`src/rtl/fifo_pkg.sv`:
```
// Shared definitions for the FIFO family: mode encodings, default sizing
// and a constant clog2 helper usable in parameter expressions.
package fifo_pkg;

    localparam int FIFO_STD   = 0;
    localparam int FIFO_FWFT  = 1;

    localparam int DEF_DATA_W = 8;
    localparam int DEF_DEPTH  = 16;

    // Smallest r such that 2**r >= n; returns 0 for n <= 1.
    function automatic int clog2(input int n);
        int r;
        r = 0;
        while ((1 << r) < n) begin
            r = r + 1;
        end
        return r;
    endfunction

endpackage

```
`src/rtl/fifo_ram_2p.sv`:
```
// Two-port storage array: synchronous write, asynchronous (combinational) read.
// Contents are never reset; the surrounding FIFO only reads valid entries.
module fifo_ram_2p
    import fifo_pkg::*;
#(
    parameter int DATA_W = DEF_DATA_W,
    parameter int DEPTH  = DEF_DEPTH,
    localparam int AW    = clog2(DEPTH)
) (
    input  logic              clk,
    input  logic              we,
    input  logic [AW-1:0]     waddr,
    input  logic [DATA_W-1:0] wdata,
    input  logic [AW-1:0]     raddr,
    output logic [DATA_W-1:0] rdata
);

    logic [DATA_W-1:0] mem [DEPTH];

    // Store the incoming word when the FIFO accepts a write.
    always_ff @(posedge clk) begin
        if (we) begin
            mem[waddr] <= wdata;
        end
    end

    assign rdata = mem[raddr];

endmodule

```
`src/rtl/sync_fifo_param.sv`:
```
// Single-clock parametrised FIFO. Pointers carry one extra wrap bit so
// full/empty fall out of a pointer compare; occupancy and all flags are
// registered alongside the pointers. Read port is either a registered
// output (standard) or a combinational head-of-queue view (FWFT).
module sync_fifo_param
    import fifo_pkg::*;
#(
    parameter int DATA_W    = DEF_DATA_W,
    parameter int DEPTH     = DEF_DEPTH,
    parameter int AF_THRESH = 14,
    parameter int AE_THRESH = 2,
    parameter int FWFT      = FIFO_STD,
    localparam int AW       = clog2(DEPTH)
) (
    input  logic              clk,
    input  logic              rst_a,
    input  logic              wr_en,
    input  logic [DATA_W-1:0] data_in,
    input  logic              rd_en,
    output logic [DATA_W-1:0] data_out,
    output logic              full,
    output logic              empty,
    output logic              almost_full,
    output logic              almost_empty,
    output logic [AW:0]       count,
    output logic              overflow,
    output logic              underflow
);

    localparam logic [AW:0] PTR_ONE = (AW+1)'(1);
    localparam logic [AW:0] AF_C    = (AW+1)'(AF_THRESH);
    localparam logic [AW:0] AE_C    = (AW+1)'(AE_THRESH);

    // Reject configurations the pointer/flag logic cannot represent.
    if (DEPTH < 2 || (DEPTH & (DEPTH - 1)) != 0) begin : g_bad_depth
        $error("sync_fifo_param: DEPTH=%0d must be a power of two >= 2", DEPTH);
    end
    if (AF_THRESH < 1 || AF_THRESH > DEPTH) begin : g_bad_af
        $error("sync_fifo_param: AF_THRESH=%0d out of range 1..%0d", AF_THRESH, DEPTH);
    end
    if (AE_THRESH < 0 || AE_THRESH > DEPTH - 1) begin : g_bad_ae
        $error("sync_fifo_param: AE_THRESH=%0d out of range 0..%0d", AE_THRESH, DEPTH - 1);
    end
    if (FWFT != FIFO_STD && FWFT != FIFO_FWFT) begin : g_bad_mode
        $error("sync_fifo_param: FWFT=%0d is not a valid read mode", FWFT);
    end

    logic [AW:0]       wr_ptr;
    logic [AW:0]       rd_ptr;
    logic [AW:0]       wr_ptr_nxt;
    logic [AW:0]       rd_ptr_nxt;
    logic [AW:0]       count_nxt;
    logic              wr_acc;
    logic              rd_acc;
    logic [DATA_W-1:0] ram_rdata;

    // Accept decisions use the registered flags, so a full FIFO still
    // frees a slot on a read but drops a same-cycle write.
    always_comb begin
        wr_acc     = wr_en & ~full;
        rd_acc     = rd_en & ~empty;
        wr_ptr_nxt = wr_acc ? wr_ptr + PTR_ONE : wr_ptr;
        rd_ptr_nxt = rd_acc ? rd_ptr + PTR_ONE : rd_ptr;
        case ({wr_acc, rd_acc})
            2'b10:   count_nxt = count + PTR_ONE;
            2'b01:   count_nxt = count - PTR_ONE;
            default: count_nxt = count;
        endcase
    end

    // Pointers, occupancy, status flags and error pulses.
    always_ff @(posedge clk or posedge rst_a) begin
        if (rst_a) begin
            wr_ptr       <= '0;
            rd_ptr       <= '0;
            count        <= '0;
            full         <= 1'b0;
            empty        <= 1'b1;
            almost_full  <= 1'b0;
            almost_empty <= 1'b1;
            overflow     <= 1'b0;
            underflow    <= 1'b0;
        end else begin
            wr_ptr       <= wr_ptr_nxt;
            rd_ptr       <= rd_ptr_nxt;
            count        <= count_nxt;
            full         <= (wr_ptr_nxt[AW] != rd_ptr_nxt[AW]) &&
                            (wr_ptr_nxt[AW-1:0] == rd_ptr_nxt[AW-1:0]);
            empty        <= (wr_ptr_nxt == rd_ptr_nxt);
            almost_full  <= (count_nxt >= AF_C);
            almost_empty <= (count_nxt <= AE_C);
            overflow     <= wr_en & full;
            underflow    <= rd_en & empty;
        end
    end

    fifo_ram_2p #(
        .DATA_W (DATA_W),
        .DEPTH  (DEPTH)
    ) u_ram (
        .clk   (clk),
        .we    (wr_acc),
        .waddr (wr_ptr[AW-1:0]),
        .wdata (data_in),
        .raddr (rd_ptr[AW-1:0]),
        .rdata (ram_rdata)
    );

    if (FWFT == FIFO_FWFT) begin : g_fwft
        // Head word is visible as soon as the entry exists; zero while empty.
        assign data_out = empty ? '0 : ram_rdata;
    end else begin : g_std
        logic [DATA_W-1:0] dout_q;

        // Capture the head word on each accepted read; hold otherwise.
        always_ff @(posedge clk or posedge rst_a) begin
            if (rst_a) begin
                dout_q <= '0;
            end else if (rd_acc) begin
                dout_q <= ram_rdata;
            end
        end

        assign data_out = dout_q;
    end

endmodule

```
`config.mk`:
```
export PLATFORM = sky130hd
export DESIGN_NAME = sync_fifo_param
export DESIGN_NICKNAME = d
export VERILOG_FILES = /design/src/rtl/fifo_pkg.sv /design/src/rtl/fifo_ram_2p.sv /design/src/rtl/sync_fifo_param.sv
export SDC_FILE = /design/constraint.sdc
export NUM_CORES = 1
export LEC_CHECK = 0
export ABC_CLOCK_PERIOD_IN_PS = 3280
export BUFFER_PORTS_ARGS = -buffer_cell sky130_fd_sc_hd__buf_4
export CAP_MARGIN = 0
export CORE_MARGIN = 1
export CORE_UTILIZATION = 60
export CTS_CLUSTER_DIAMETER = 50
export DETAILED_ROUTE_END_ITERATION = 8
export PLACE_DENSITY = 0.75
export SYNTH_ARGS = -nofsm -noshare
export SYNTH_HDL_FRONTEND = slang
export SYNTH_SLANG_ARGS = --single-unit
```
`constraint.sdc`:
```
create_clock -name clk -period 3.28 [get_ports clk]
set_input_delay 0.656 -clock clk [delete_from_list [all_inputs] [get_ports clk]]
set_output_delay 0.656 -clock clk [all_outputs]
set_load 0.01 [all_outputs]
```
==> metrics.yaml <==
outcome:
  status: "finished, final reports clean"
sta:
  period_share_pct: 87.03
  fin_setup_tns_ns: 0
  hold_viol_final: 0
  fin_crit_ns: 2.855
  holdWs_ns: 0.3633
  worst_slack_ns: 0.4254
  drv_slew: 0
  finalSetupViolCount: 0
  rsz0062_at_grt: "no"
  relSlewSlack_pct: 25.07
  fmax_mhz: 350.3
  fin_skew_ns: 0.005461
  tightest_slew_ns: 1.123
placement:
  routabilityCongestion: 0.8386
  place_area_um2: 6810
  dp_hpwl_um: 7892
  io_buffers: 30
  dp_cells: 520
  pre_cts_ws_ns: 0.1810
power_and_ir_drop:
  p_switching_mw: 2.209
  pwr-share-clk_pct: 30.5
  combPwrFrac_pct: 29.6
  seq_power_share_pct: 39.9
  swShare_pct: 30.42
  cell_internal_pwr_mw: 5.052
  pwr_density_cell_nw_per_um2: 971.0
  ir_worst_vdd_mv: 0.5419
  leakagePower_nw: 2.667
drt:
  drt_iter0_markers: 365
  wl_per_cell_um: 22.94
  drt-pass1-iter-count: 5
  ant_nets: 0
  vias: 3393
  drc: 0
  wl_um: 12660
  via_per_inst: 6.147
setup_path:
  path_class: "flip-flop to flip-flop"
  cp-start-kind: "flip-flop"
  path_delay_family: "simple AND/OR/NAND/NOR gates"
  cp_max_fo: 21
  worst-path-buf-inv: 2
  crit_slowest_cell: "or4_1"
  worstPathArrival_ns: 3.30
  critical_path.cell_chain: "nand2b_4, inv_2, ha_1, or4_1, a311oi_1, xnor2_1, inv_1, nor4_1"
  cp-startpoint: "empty"
  crit_path_end_kind: "flip-flop"
  r2r-start: "empty"
  slowest_delay_ns: 0.56
  cp.required_ns: 3.72
clock_network:
  cts_sinks: 157
  cts_max_path_buffers: 2
  h-tree-depth: 4
  ctsResizeCount: 0
  cts.clk_slew.worst_paths_ns: 0.06
  postCtsSetupRepairBufs: 0
  cts_buffers: 17
  clockRootBuffer: "clkbuf_8"
  clock_latency_ns: 0.54
  hold_buffers: 0
  tritoncts: "built"
synth:
  synthesis.area_um2: 6399
  synth-seq-area-share_pct: 71.45
  synthTopCellsByArea: "edfxtp_1 (60%), mux4_2 (11%), dfrtp_1 (11%), ha_1 (1.4%), xnor2_1 (1.4%)"
  synth_top_area_share_pct: 60.07
  synth_warnings: 0
  synth-simple-area-share_pct: 6.081
  syn-num-nets: 376
  postSynth.asyncResetShare_pct: 18.47
  synth_edf_count: 128
  synth_compound_area_share_pct: 4.634
  synth_top_area_cell: "edfxtp_1"
  synth_top_family_by_area: "multiplexers"
  synthMuxAreaShare_pct: 11.79
  ys_ff_latch: 157
  avgSynthCellArea_um2: 17.92
  synth.distinct_cells: 51
  synth-main-ff-cell: "edfxtp_1"
  synth_fa_ha_area_share_pct: 1.369
  yosys.area_share.xor_xnor_pct: 2.190
  syn_inst: 357
floorplan:
  die_w_um: 105.3
  coreArea_um2: 10320
  die_h_um: 105.3
  start_util_pct: 61.98
  io_pins: 31
  dieArea_um2: 11080
  fp-row-count: 37
cells_and_area:
  finalInstanceArea_um2: 7477
  stdcell_count: 552
  final_common_cell: "edfxtp_1"
  nets: 422
  syn_to_final_growth_pct: 16.86
  antennaDiodeCount: 0
  drive_gt1_share_pct: 29.57
  final_cell_mix: "edfxtp_1 (128), buf_4 (46), mux4_2 (32), dfrtp_1 (26), nor2_1 (18)"
grt:
  antenna_found_initial: 0
  overflow: 0
  grt_pass1_wl_um: 19440
  grt_max_degree: 30
  grt_usage_pct: 25.28
  grt_pass1_vias: 3431
worst_hold_path:
  hold_path.class: "input pin to flip-flop"
  min-delay-start: "wr_en"
flow_run:
  drv_cap: 0
-- per-stage QoR --
| stage | total power, mW | util (%) |
|---|---|---|
| finish | 7.260 | 72.43 |
| global route | 7.577 | 72.43 |
| CTS | 7.293 | 72.43 |
| detailed placement | 5.065 | 65.97 |
| global placement | 4.984 | 65.97 |
| floorplan | 4.397 | - |
-- worst register-to-register path: cells and delay by family (launching register included) --
family,cells,cell delay [ns]
compound gates,1,0.37
flops,1,0.55
xor+xnor,1,0.21
buf+inv,2,0.25
simple gates,3,1.07
fa+ha+maj,1,0.33
-- final timing paths --
path                           endpoint  slack (ns)  depth (start not counted)
max in group asynchronous     rd_ptr[1]        2.11                          2
max                        almost_empty        0.43                          8
min in group asynchronous   data_out[2]        0.41                          2
max reg2reg                almost_empty        0.43                          8
min reg2reg                 data_out[0]        0.48                          1
min                            overflow        0.36                          2
-- synthesized netlist by cell type, drive strengths merged (2+ instances only) --
library cell and count:
nand2 11, edfxtp 128, a21oi 7, nor3 7, mux4 32, a221oi 6, a22oi 6, dfrtp 27
inv 13, nor2 18, xor2 6, a22o 5, nand4 4, nand3b 2, a21o 4, buf 12
or4 2, and2 5, nor4 3, mux2 3, nand2b 3, dfstp 2, nor2b 5, nand3 4
or2 2, clkbuf 7, o21ai 6, ha 7, xnor2 10
-- power by group through the flow --
| stage | Clock (mW) | Combinational (mW) | Sequential, mW |
|---|---|---|---|
| 6_report | 2.21 | 2.15 | 2.90 |
| 5_1_grt | 2.31 | 2.32 | 2.95 |
| 4_1_cts | 2.23 | 2.16 | 2.90 |
| 3_5_place_dp | 0 | 2.13 | 2.93 |
| 3_3_place_gp | 0 | 2.08 | 2.90 |
| 2_1_floorplan | 0 | 1.68 | 2.72 |
-- flip-flops by register name (all words and copies together), names as in the netlist --
name,flops
full,1
u_ram.mem,128
rd_ptr,5
underflow,1
almost_full,1
wr_ptr,5
empty,1
overflow,1
count,5
data_out,8
almost_empty,1
-- area by class of cell --
type / instances / area, µm²
multi-input combinational: 168 / 1668
sequential: 157 / 4573
fill: 627 / 2846
tap: 136 / 170.2
inverter: 13 / 53.80
timing repair buffer: 46 / 345.3
clock buffer: 20 / 425.4
clock inverter: 12 / 241.5
-- logic make-up after synthesis --
| family | after synthesis |
|---|---|
| AOI/OAI and AO/OA | 40 |
| xor gates and xnor gates | 16 |
| adders and majority gates | 7 |
| buffers and inverters | 32 |
| DFF | 157 |
| muxes | 35 |
| and+or+nand+nor | 70 |
-- layer usage --
metal  routed length (µm)  vias to the layer above  part of all wire (%)  GRT usage [%]
met5                    0                        -                     0              0
met4                  257                        0                   2.0          10.66
met3                  808                       26                   6.4          5.813
met2                 6416                      153                    51          39.61
met1                 5181                     1717                    41          34.67
li1                     -                     1497                     -              -
Power figures use the tool's default switching activity.
